==> config.mk <==
export PLATFORM = sky130hd
export DESIGN_NAME = id_ex_pipeline_reg
export DESIGN_NICKNAME = d
export VERILOG_FILES = /design/src/rtl/id_ex_pipeline_reg.sv
export SDC_FILE = /design/constraint.sdc
export NUM_CORES = 1
export LEC_CHECK = 0
export ABC_AREA = 1
export CAP_MARGIN = 15
export CORE_UTILIZATION = 35
export DETAILED_ROUTE_END_ITERATION = 7
export PLACE_DENSITY = 0.74
export SLEW_MARGIN = 0
export SYNTH_ARGS = -nofsm -noshare
export SYNTH_HDL_FRONTEND = slang
export SYNTH_SLANG_ARGS = --single-unit
==> constraint.sdc <==
create_clock -name clk -period 2 [get_ports clk]
set_input_delay 0.6 -clock clk [delete_from_list [all_inputs] [get_ports clk]]
set_output_delay 0.6 -clock clk [all_outputs]
set_load 0.005 [all_outputs]
==> src/rtl/id_ex_pipeline_reg.sv <==
// ID/EX pipeline register with load-use hazard detection, bubble injection on
// stall or branch flush, and a saturating bubble counter.
module id_ex_pipeline_reg #(
  parameter int unsigned DATA_W = 32,
  parameter int unsigned REG_AW = 5,
  parameter int unsigned CNT_W  = 16
) (
  input  logic              clk,
  input  logic              rst_n,
  input  logic              flush_i,
  input  logic              id_valid,
  input  logic [REG_AW-1:0] id_rs,
  input  logic [REG_AW-1:0] id_rt,
  input  logic [REG_AW-1:0] id_rd,
  input  logic              id_uses_rt,
  input  logic [DATA_W-1:0] id_rs_data,
  input  logic [DATA_W-1:0] id_rt_data,
  input  logic [DATA_W-1:0] id_imm,
  input  logic [7:0]        id_ctrl,
  input  logic              id_regwrite,
  output logic              ex_valid,
  output logic [REG_AW-1:0] ex_rs,
  output logic [REG_AW-1:0] ex_rt,
  output logic [REG_AW-1:0] ex_rd,
  output logic [DATA_W-1:0] ex_rs_data,
  output logic [DATA_W-1:0] ex_rt_data,
  output logic [DATA_W-1:0] ex_imm,
  output logic [7:0]        ex_ctrl,
  output logic              ex_regwrite,
  output logic              stall_o,
  output logic [CNT_W-1:0]  bubble_cnt
);

  localparam int unsigned MEMREAD_BIT = 2;

  logic hz;
  logic load_bubble;

  // Load in EX whose destination (rt) is a source of the instruction in ID.
  always_comb begin
    hz = id_valid & ex_valid & ex_ctrl[MEMREAD_BIT]
         & ((ex_rt == id_rs) | (id_uses_rt & (ex_rt == id_rt)));
    stall_o     = hz & ~flush_i;
    load_bubble = flush_i | hz;
  end

  always_ff @(posedge clk or negedge rst_n) begin
    if (!rst_n) begin
      ex_valid    <= 1'b0;
      ex_rs       <= '0;
      ex_rt       <= '0;
      ex_rd       <= '0;
      ex_rs_data  <= '0;
      ex_rt_data  <= '0;
      ex_imm      <= '0;
      ex_ctrl     <= '0;
      ex_regwrite <= 1'b0;
      bubble_cnt  <= '0;
    end else begin
      // Payload fields always follow ID; they are don't-care inside a bubble.
      ex_rs      <= id_rs;
      ex_rt      <= id_rt;
      ex_rd      <= id_rd;
      ex_rs_data <= id_rs_data;
      ex_rt_data <= id_rt_data;
      ex_imm     <= id_imm;
      if (load_bubble) begin
        ex_valid    <= 1'b0;
        ex_ctrl     <= '0;
        ex_regwrite <= 1'b0;
        if (bubble_cnt != '1) begin
          bubble_cnt <= bubble_cnt + CNT_W'(1);
        end
      end else begin
        ex_valid    <= id_valid;
        ex_ctrl     <= id_valid ? id_ctrl : 8'h00;
        ex_regwrite <= id_regwrite & id_valid;
      end
    end
  end

endmodule
# --- Word level (Yosys, flattened, before mapping) ---
# Cells that the tools add are included.
totals:
  reg_bits: 137
  latchBits: 0
  ramBits: 0
  mem_bits_ro: 0
  input_bits: 125
  out_inout_bits: 138
  wordCells: 28
  n_memories: 0
op_classes:
  n_addsub: 1
  mul: 0
  div: 0
  magnitude_cmp: 0
  eq_ne: 3
  shift: 0
  muxes: 4
  bitwise: 9
  reduce_logical: 1
op_table:
  columns: ["operator", "count"]
  rows:
  - ["16-bit by 1-bit adder with 16-bit output, second input constant", 1]
  - ["8-bit two-way mux", 2]
  - ["16-bit inequality test, second input constant", 1]
  - ["5-bit equality test", 2]
  - ["1-bit AND", 6]
  - ["1-bit two-way mux", 2]
  - ["1-bit OR", 2]
  - ["2-bit AND reduction", 1]
  - ["1-bit NOT", 1]

# --- Longest topological paths before layout ---
depth:
  depth_word: 6
  ltp_mapped: 12
  depth_no_buf: 11

# --- Worst setup path before layout ---
# Ideal clock, no wire load.
synth_timing:
  path_type: "input to output"
  start: "input id_rt[0]"
  end: "output stall_o"
  arrival_ns: 1.077
  slack_ns: 0.323
  cell_stages: 8
  path_buffers: 0
  path_cell_list: "inv_1 > nand2_1 > nand2_1 > nor2_1 > nand3_1 > nand2_1 > nand2_1 > nor2_1"
synth_between:
  elab_chain_len: 5
synth_lines:
  columns: ["element", "line_no", "rtl"]
  rows:
  - ["from (decl)", "13", "input logic [REG_AW-1:0] id_rt,"]
  - ["5-bit equality test", "42", "& ((ex_rt == id_rs) | (id_uses_rt & (ex_rt == id_rt)));"]
  - ["1-bit AND", "42", null]
  - ["1-bit OR", "42", null]
  - ["1-bit AND", "42", null]
  - ["1-bit AND", "43", "stall_o = hz & ~flush_i;"]
  - ["to (decl)", "30", "output logic stall_o,"]
# Every way passes these cells.

# --- Worst setup path in the final report ---
layout_timing:
  start: "register ex_rt[4]"
  end: "output stall_o"
layout_between:
  elab_chain_len: 5
  elab_cells_between_ends: 6
  classes_between: "eq/ne (2); bitwise (4)"
layout_lines:
  columns: ["element", "line_no", "rtl"]
  rows:
  - ["from (decl)", "23", "output logic [REG_AW-1:0] ex_rt,"]
  - ["from (signal assigned)", "62", "ex_rt <= id_rt;"]
  - ["5-bit equality test", "42", null]
  - ["1-bit AND", "42", null]
  - ["1-bit OR *", "42", null]
  - ["1-bit AND *", "42", null]
  - ["1-bit AND *", "43", null]
# Mark *: on every way between the ends. The rest lies on a longest branch, timed or not.

==> results.rst <==
.. list-table::
   :header-rows: 1

   * - Metric
     - Value
   * - RSZ-0062 raised after global routing
     - yes
   * - Final worst path period need
     - 2130 ps
   * - Unique masters post-synth
     - 20
   * - Fill cell count
     - roughly 930
   * - Starting density of the core
     - 0.362
   * - Number of iterations in the first detailed-routing pass
     - 4
   * - Worst Path Required
     - 1400 ps
   * - Post-CTS Hold Fix Bufs
     - 0
   * - Cells traversed along the worst timing path
     - buf_4, xnor2_1, nand3_1, nand2_1, nand2_1, nor2_1, buf_2
   * - Kind of end point of the critical path
     - output pin
   * - Synthesized net count
     - about 460
   * - Overflow left after global routing
     - 0
   * - Clock Skew
     - between 5 and 6 ps
   * - Ratio of cells with drive above 1 in the final layout
     - 0.107
   * - Clock transition at the register clock pins on the worst setup and hold paths after CTS
     - 60 ps
   * - CP Class
     - flip-flop to output pin
   * - Routability congestion estimate
     - between 0.8 and 0.9
   * - Worst EP arrival
     - 1530 ps
   * - Yosys warnings
     - 0
   * - Die outline width
     - 114 um
   * - Std cell rows
     - 40
   * - Area of placed instances
     - approximately 0.0073 sq mm
   * - Pin count of the biggest net entering global routing
     - 47
   * - Worst-case vdd ir drop
     - between 0.4 and 0.5 mV
   * - Number of max-slew violations in the final report
     - 0
   * - Startpoint of the worst-slack reg-to-reg timing path
     - ex_rt[4]
   * - Final hold violations
     - 0
   * - Sequential cell area fraction in the yosys report
     - 0.786
   * - DRC violations left
     - 0
   * - Initial antenna violation count
     - 0
   * - Worst Max-Slew Pin Slew
     - 479 ps
   * - Total Power
     - 7220 uW
   * - Endpoint of the worst register-to-register path
     - bubble_cnt[2]
   * - Std-Cell Core Area
     - around 0.012 sq mm
   * - HPWL after DPL
     - between 9000 and 10,000 um
   * - Combined flip-flop and latch cell area
     - 0.00344 sq mm
   * - Max incr delay on CP
     - roughly 400 ps
   * - Final-stage net count
     - 760
   * - Number of buffers added on ports
     - 262
   * - Slack of the worst reg-to-reg path
     - 230 ps
   * - Number of synthesized register bits
     - 137
   * - Commonest cells after routing, fill and taps aside
     - sky130_fd_sc_hd__clkdlybuf4s50_1, sky130_fd_sc_hd__dfrtp_1, sky130_fd_sc_hd__nand2_1, sky130_fd_sc_hd__inv_1, sky130_fd_sc_hd__nand3_1
   * - Avg Inst Size Synth
     - 12.9 sq um
   * - Mapped Area
     - between 0.004 and 0.005 sq mm
   * - First DRT Iteration DRCs
     - 187
   * - Synth Instances
     - 337
   * - Hold WC Path Type
     - primary input to asynchronous set/reset pin
   * - Worst-case clock buffer depth
     - 2
   * - # Max-Cap Violations
     - 0
   * - Vias in the first global route
     - ~3,500
   * - Number of CTS-inserted buffers
     - 17
   * - Area enclosed by the die boundary
     - 0.0129 sq mm
   * - Slew Limit Headroom
     - 0.681
   * - Area growth, synth to finish
     - 83.0%
   * - Fin area
     - 0.00798 sq mm
   * - Number of top-level pins
     - 263
   * - Run status
     - complete, but fails checks
   * - Die extent in y
     - between 100 and 150 um
   * - Setup slack of the critical path after layout
     - -132 ps
   * - Avg WL per Cell
     - roughly 16 um
   * - Startpoint type of the worst setup path
     - flip-flop
   * - ANT nets after route
     - 0
   * - Number of cells traversed by the worst register-to-register path
     - 11
   * - CTS H-tree depth
     - 4
   * - Leakage power
     - between 0.003 and 0.004 uW
   * - Maximum fanout along the worst path
     - 4
   * - Most common cell after layout, fill and taps aside
     - sky130_fd_sc_hd__clkdlybuf4s50_1
   * - Crit share post-route
     - 1.07
   * - Highest Clock Rate
     - ~470 MHz
   * - Multi-input gate area in the final layout
     - between 700 and 800 sq um
   * - Global-route wire length before repair
     - ~19,000 um
   * - Total track usage
     - 0.206
   * - Clock latency at the later pin of the worst-skew pair
     - 410 ps
   * - Total wirelength of the detailed-routed design
     - about 13,000 um
   * - Setup violators final
     - 1
   * - Clock tree from TritonCTS
     - done
   * - Cell repeated most along the worst path
     - sky130_fd_sc_hd__nand2_1
   * - Clock root buffer
     - sky130_fd_sc_hd__clkbuf_16
   * - Number of vias per cell
     - roughly 4.3
   * - Final antenna diode count
     - 0
   * - Pwr/cell area
     - ~910 mW/mm^2
   * - Violations in the final reports
     - negative setup slack
   * - Cell with the biggest individual delay on the critical path
     - sky130_fd_sc_hd__dfrtp_1
   * - Number of vias after detailed routing
     - ~3,500
   * - Number of sinks on the clock net
     - 137
-- sequential cells by signal, summed over array words and instances, names as in the netlist, 5 cells and up --
| signal | cells |
|---|---|
| ex_rd | 5 |
| ex_imm | 32 |
| ex_ctrl | 8 |
| ex_rt_data | 32 |
| ex_rs_data | 32 |
| bubble_cnt | 16 |
| ex_rt | 5 |
| ex_rs | 5 |
-- synth_stat cells (all sizes together) --
cell	instances	share of area
and2	1	0.0014
buf	6	0.0083
dfrtp	137	0.79
ha	1	0.0029
inv	31	0.027
nand2	87	0.075
nand3	28	0.034
nand4	4	0.0092
nor2	28	0.027
nor3	4	0.0083
xnor2	3	0.0060
xor2	7	0.014
-- worst max path at each step --
stage,cells past startpoint,slack (ps),to,startpoint
floorplan,8,320,stall_o,id_rt[0]
global placement,10,-770,stall_o,id_rt[4]
detailed placement,10,-780,stall_o,id_rs[1]
CTS,9,-140,stall_o,ex_rt[1]
global route,9,-240,stall_o,ex_rt[2]
finish,7,-130,stall_o,ex_rt[4]
-- power breakdown --
| part | switching (uW) | internal (uW) |
|---|---|---|
| Sequential | 87.6 | 2940 |
| Clock | 1120 | 2110 |
| Combinational | 345 | 613 |
| Total | 1550 | 5670 |
-- cells by family after synthesis --
logic type | synth area share
DFF | 0.786
buffers and inverters | 0.0350
xor gates and xnor gates | 0.0201
and+or+nand+nor | 0.156
adders and majority gates | 0.00287
-- critical path, delay by kind of cell, from the launching register on --
kind,cells,cell delay [ps]
and+or+nand+nor,4,310
buffers and inverters,2,260
DFF,1,400
xor gates and xnor gates,1,140
-- repair_timing --
action	4_1_cts	5_1_grt
endpoints found under the setup margin	13	9
cloned	0	0
setup buffers	3	9
resized for setup	26	2
pin swaps	7	4
-- per-stage QoR --
stage	setup slack, ps	util	cells	hold slack, ps	TNS, ps
floorplan	323	-	337	304	0
global placement	-769	0.604	771	491	-9490
detailed placement	-781	0.604	771	493	-10270
CTS	-141	0.656	805	124	-141
global route	-235	0.662	814	139	-235
finish	-132	0.662	814	126	-132
-- layer usage --
layer | track usage | vias up | wire length, um
met5 | 0 | - | 0
met4 | 0.112 | 0 | 418
met3 | 0.0776 | 31 | 1130
met2 | 0.370 | 170 | 7070
met1 | 0.206 | 1665 | 4350
li1 | - | 1630 | -
-- final cells by class --
| cell class | count | share of cell area |
|---|---|---|
| flip-flops and latches | 137 | 0.431 |
| repair buffers | 284 | 0.354 |
| multi-input cells | 163 | 0.0977 |
| clock buffers | 20 | 0.0560 |
| well taps | 168 | 0.0263 |
| clock inverters | 11 | 0.0213 |
| inverters | 31 | 0.0146 |
No activity file was read; power rests on OpenSTA's default activity.
